$ cat src/rtl/dmem_responder.sv
// Multi-cycle data-memory target: one request at a time, response valid LATENCY edges after accept.
// Backpressure: req_ready only in IDLE; the response is held until resp_ready.
module dmem_responder #(
    parameter int WIDTH      = 32,
    parameter int ADDR_LEN   = 32,
    parameter int DEPTH_LOG2 = 6,
    parameter int LATENCY    = 2
) (
    input  logic                  clk,
    input  logic                  reset,
    input  logic                  req_valid,
    output logic                  req_ready,
    input  logic                  req_we,
    input  logic [ADDR_LEN-1:0]   req_addr,
    input  logic [WIDTH-1:0]      req_wdata,
    input  logic [WIDTH/8-1:0]    req_wstrb,
    output logic                  resp_valid,
    input  logic                  resp_ready,
    output logic [WIDTH-1:0]      resp_rdata,
    output logic                  resp_err
);
    localparam int NBYTES = WIDTH / 8;
    localparam int DEPTH  = 1 << DEPTH_LOG2;
    localparam int CNT_W  = (LATENCY > 1) ? $clog2(LATENCY) : 1;
    localparam logic [CNT_W-1:0] CNT_INIT = CNT_W'(LATENCY - 1);

    localparam logic [1:0] ST_IDLE = 2'd0;
    localparam logic [1:0] ST_WAIT = 2'd1;
    localparam logic [1:0] ST_RESP = 2'd2;

    logic [1:0]            state_q, state_d;
    logic [CNT_W-1:0]      cnt_q, cnt_d;
    logic                  we_q, we_d;
    logic [DEPTH_LOG2-1:0] idx_q, idx_d;
    logic [WIDTH-1:0]      wdata_q, wdata_d;
    logic [NBYTES-1:0]     wstrb_q, wstrb_d;
    logic                  err_q, err_d;
    logic [WIDTH-1:0]      resp_rdata_q, resp_rdata_d;
    logic                  resp_err_q, resp_err_d;
    logic [WIDTH-1:0]      mem_q [DEPTH];
    logic [WIDTH-1:0]      mem_d [DEPTH];

    assign req_ready  = reset && (state_q == ST_IDLE);
    assign resp_valid = (state_q == ST_RESP);
    assign resp_rdata = resp_rdata_q;
    assign resp_err   = resp_err_q;

    always_comb begin
        state_d      = state_q;
        cnt_d        = cnt_q;
        we_d         = we_q;
        idx_d        = idx_q;
        wdata_d      = wdata_q;
        wstrb_d      = wstrb_q;
        err_d        = err_q;
        resp_rdata_d = resp_rdata_q;
        resp_err_d   = resp_err_q;
        mem_d        = mem_q;
        case (state_q)
            ST_IDLE: begin
                if (req_valid) begin
                    we_d    = req_we;
                    idx_d   = req_addr[DEPTH_LOG2+1:2];
                    wdata_d = req_wdata;
                    wstrb_d = req_wstrb;
                    // High address bits only feed the range check, never the index.
                    err_d   = (req_addr[1:0] != 2'b00) ||
                              (req_addr[ADDR_LEN-1:DEPTH_LOG2+2] != '0);
                    cnt_d   = CNT_INIT;
                    state_d = ST_WAIT;
                end
            end
            ST_WAIT: begin
                if (cnt_q == '0) begin
                    state_d      = ST_RESP;
                    resp_err_d   = err_q;
                    resp_rdata_d = '0;
                    if (!err_q) begin
                        if (we_q) begin
                            for (int i = 0; i < NBYTES; i++) begin
                                if (wstrb_q[i]) begin
                                    mem_d[idx_q][8*i +: 8] = wdata_q[8*i +: 8];
                                end
                            end
                        end else begin
                            resp_rdata_d = mem_q[idx_q];
                        end
                    end
                end else begin
                    cnt_d = cnt_q - CNT_W'(1);
                end
            end
            ST_RESP: begin
                if (resp_ready) begin
                    state_d      = ST_IDLE;
                    resp_rdata_d = '0;
                    resp_err_d   = 1'b0;
                end
            end
            default: state_d = ST_IDLE;
        endcase
    end

    always_ff @(posedge clk or negedge reset) begin
        if (!reset) begin
            state_q      <= ST_IDLE;
            cnt_q        <= '0;
            we_q         <= 1'b0;
            idx_q        <= '0;
            wdata_q      <= '0;
            wstrb_q      <= '0;
            err_q        <= 1'b0;
            resp_rdata_q <= '0;
            resp_err_q   <= 1'b0;
            for (int i = 0; i < DEPTH; i++) begin
                mem_q[i] <= '0;
            end
        end else begin
            state_q      <= state_d;
            cnt_q        <= cnt_d;
            we_q         <= we_d;
            idx_q        <= idx_d;
            wdata_q      <= wdata_d;
            wstrb_q      <= wstrb_d;
            err_q        <= err_d;
            resp_rdata_q <= resp_rdata_d;
            resp_err_q   <= resp_err_d;
            for (int i = 0; i < DEPTH; i++) begin
                mem_q[i] <= mem_d[i];
            end
        end
    end

endmodule
$ cat config.mk
export PLATFORM = sky130hd
export DESIGN_NAME = dmem_responder
export DESIGN_NICKNAME = d
export VERILOG_FILES = /design/src/rtl/dmem_responder.sv
export SDC_FILE = /design/constraint.sdc
export NUM_CORES = 2
export LEC_CHECK = 0
export CAP_MARGIN = 20
export CELL_PAD_IN_SITES_DETAIL_PLACEMENT = 1
export CELL_PAD_IN_SITES_GLOBAL_PLACEMENT = 1
export CORE_ASPECT_RATIO = 0.5
export CORE_MARGIN = 4
export CORE_UTILIZATION = 57
export CTS_CLUSTER_DIAMETER = 100
export DETAILED_ROUTE_END_ITERATION = 8
export GPL_TIMING_DRIVEN = 0
export HOLD_SLACK_MARGIN = 0.15
export PLACE_DENSITY_LB_ADDON = 0.2
export SLEW_MARGIN = 15
export SYNTH_ARGS = -nofsm -noshare
export SYNTH_HDL_FRONTEND = slang
export SYNTH_SLANG_ARGS = --single-unit
$ cat constraint.sdc
create_clock -name clk -period 3.9 [get_ports clk]
set_input_delay 0.78 -clock clk [delete_from_list [all_inputs] [get_ports clk]]
set_output_delay 0.78 -clock clk [all_outputs]
set_load 0.02 [all_outputs]
==> impl_metrics.tcl <==
set metrics [dict create \
    numCtsBuffers 194 \
    die_w_um 597 \
    dp_slack_ps -1860 \
    cpMaxStageDelayCell "o31ai_2" \
    finalWeightedCongestion 1.02 \
    core-area_um2 171000 \
    stdcell_area_um2 112000 \
    vias_per_cell 7.15 \
    fmax_ghz 0.243 \
    rows 107 \
    synthCells 7260 \
    critPathMaxFanout 11 \
    crit_type "reg2reg" \
    crit_path_max_incr_delay_ps 640 \
    stdcell_count 10100 \
    vias 72600 \
    wl_per_cell_um 41.5 \
    cp.arrival_ps 4860 \
    syn2layout_area_growth_pct 13.6 \
    insertion_delay_ps 880 \
    htree_levels 4 \
    status "complete, but fails checks" \
    cts.sinks 2128 \
    clk_pin_slew_ps 70 \
    start_kind "register" \
    hpwl_um 301000 \
    drv_cap 0 \
    whs_ps 196 \
    drc_errors 0 \
    violations "negative setup slack" \
    utilization_pct 65.6 \
    placed_cells 9730 \
    totalPowerFinal_mw 70.2 \
    nNetsFinal 7739 \
    syn_avg_cell_area_um2 13.6 \
    leakagePower_nw 51.6 \
    critical_path_required_ps 4640 \
    nFillCells 15900 \
    cp_top_family "buffers and inverters" \
    hold_viol 0 \
    ys_ff_latch 2128 \
    wl_um 421000 \
    multi_input_area_um2 43600 \
    die_h_um 303 \
    first_pass_iters 6 \
    async_flop_share_pct 100 \
    min_path_type "in2async" \
    ctsLongestPathBuffers 4 \
    fin_ws_ps -223 \
    io_buffers 107 \
    end_kind "register" \
    clock_skew_ps 39.6 \
    relSlewSlack_pct 14.7 \
    ant_nets 0 \
    track_usage_pct 46.1 \
    io_pins 108 \
    tritoncts "done" \
    ys_warn_count 0 \
    finalSetupViolations 103 \
    start_util_pct 57.7 \
    drt_iter0_drc 8810 \
    r2r_start "idx_q[0]$_DFFE_PN0P_" \
    antenna_found_initial 88 \
    period_share_pct 106 \
    synth_area_um2 98900 \
    ir_drop_uv 426 \
    worst_pin_slew_ps 1280 \
    cellPowerDensity_nw_per_um2 625 \
    drive_gt1_share_pct 40.2 \
    grt_pass1_wl_um 587000 \
    setup.worst_path.start "idx_q[0]$_DFFE_PN0P_" \
    regArea_um2 53300 \
    synth_cell_types 45 \
    min_period_ps 4120 \
    place_area_um2 104000 \
    fin_setup_tns_ps -5900 \
    clock-root-buffer "clkbuf_16" \
    synthesis.nets 7333 \
    cp_cell_sequence "buf_4, clkbuf_2, buf_16, buf_1, nand2_1, o32ai_1, o31ai_2, o2111ai_1, nor4bb_1, o21ai_0" \
    die_area_um2 181000 \
    ys_seq_area_share_pct 53.8 \
    globalRoute.totalOverflow 0 \
    drv_slew 0 \
    synth_edf_count 0 \
    grt_pass1_vias 76200 \
    yosys_most_used_dff "dfrtp_1" \
    crit_buf_inv 4 \
    grt_max_degree 166 \
]
==> power by group <==
group	switching, mW	internal, mW	total [mW]	leakage (nW)
sequential	0.263	22.3	22.6	29.6
clock	9.12	11.3	20.4	3.19
combinational	21.8	5.42	27.2	18.8
total	31.2	39.0	70.2	51.6
==> synthesized netlist by cell type (73+ instances only) <==
master,count,area share [%]
mux2i_1,482,4.9
nor2_4,254,2.9
buf_2,116,0.59
inv_1,100,0.38
nand2_1,213,0.81
nor2b_1,100,0.63
mux2_2,2076,24
o31ai_1,96,0.73
a221oi_1,320,2.8
nor2_1,73,0.28
o32ai_1,97,0.86
clkbuf_1,386,1.5
o22ai_1,160,1.0
o21ai_0,162,0.82
a32o_1,96,0.97
dfrtp_1,2128,54
==> cell usage in the layout, fill, tap and decap left out, types with 29 or more instances in the layout <==
cell type / count
dfrtp_1: 2128
mux2_2: 2076
mux2i_1: 481
clkbuf_1: 367
a221oi_1: 320
nor2_4: 254
nand2_1: 211
clkbuf_16: 199
o22ai_1: 160
o21ai_0: 127
clkdlybuf4s50_1: 105
inv_1: 100
nor2b_1: 100
o32ai_1: 97
a32o_1: 96
buf_4: 93
buf_2: 87
nor2_1: 73
clkbuf_2: 66
o22a_1: 65
clkbuf_8: 51
buf_1: 50
mux2_1: 45
diode_2: 44
o31ai_2: 41
o2111ai_1: 31
o221a_2: 31
a22o_1: 29
==> cell families (layout without fill, tap and decap cells) <==
family	count (synthesis)	count (layout)	synth area share, %
muxes	2603	2603	29.0
AOI/OAI and AO/OA	1098	1098	8.76
and+or+nand+nor	727	727	5.38
DFF	2128	2128	53.8
buffers and inverters	704	1260	2.99
other	0	44	0
==> cell type report <==
type                            count  area share [%]
Antenna cell                       44          0.0980
Tap cell                         2289            2.55
Timing Repair Buffer              210            2.50
Multi-Input combinational cell   4428            38.8
Clock inverter                     48           0.548
Sequential cell                  2128            47.4
Clock buffer                      298            5.22
Buffer                            604            2.54
Inverter                          100           0.334
==> per-layer routing <==
metal / vias to the layer above / track usage, % / wire (um)
met1: 38700 / 58.7 / 160000
met3: 1271 / 24.4 / 65400
met5: - / 0 / 302
met4: 44 / 24.2 / 24700
li1: 27800 / - / -
met2: 4803 / 63.5 / 171000
==> state kept, by name (all words and copies together) (netlist names) <==
signal / flops
resp_err: 1
idx_q: 6
err_q: 1
wdata_q: 32
we_q: 1
resp_rdata: 32
state_q: 2
cnt_q: 1
mem_q: 2048
wstrb_q: 4
==> path summary, 6_finish.rpt <==
check                                              to  slack, ps  cells past startpoint
max in group asynchronous     mem_q[1909]$_DFFE_PN0P_       1110                      4
min in group clk               mem_q[771]$_DFFE_PN0P_        490                      1
max reg2reg                resp_rdata[11]$_DFFE_PN0P_       -220                     10
min reg2reg                    mem_q[771]$_DFFE_PN0P_        490                      1
min                           mem_q[1007]$_DFFE_PN0P_        200                      4
max                        resp_rdata[11]$_DFFE_PN0P_       -220                     10
==> tightest hold or removal path, stage by stage <==
cell and delay [ps]:
buf_16 110, buf_16 170, buf_12 130, buf_12 220
==> what timing repair did <==
item                                    in CTS  in global routing
pin swaps                                    5                  8
gates cloned                                 9                  0
gates resized for setup                    191                 67
endpoints found under the setup margin     474                 60
hold buffers                                10                  0
setup buffers                                5                  0
hold endpoints to repair                   113                  0
Power figures use the tool's default switching activity.
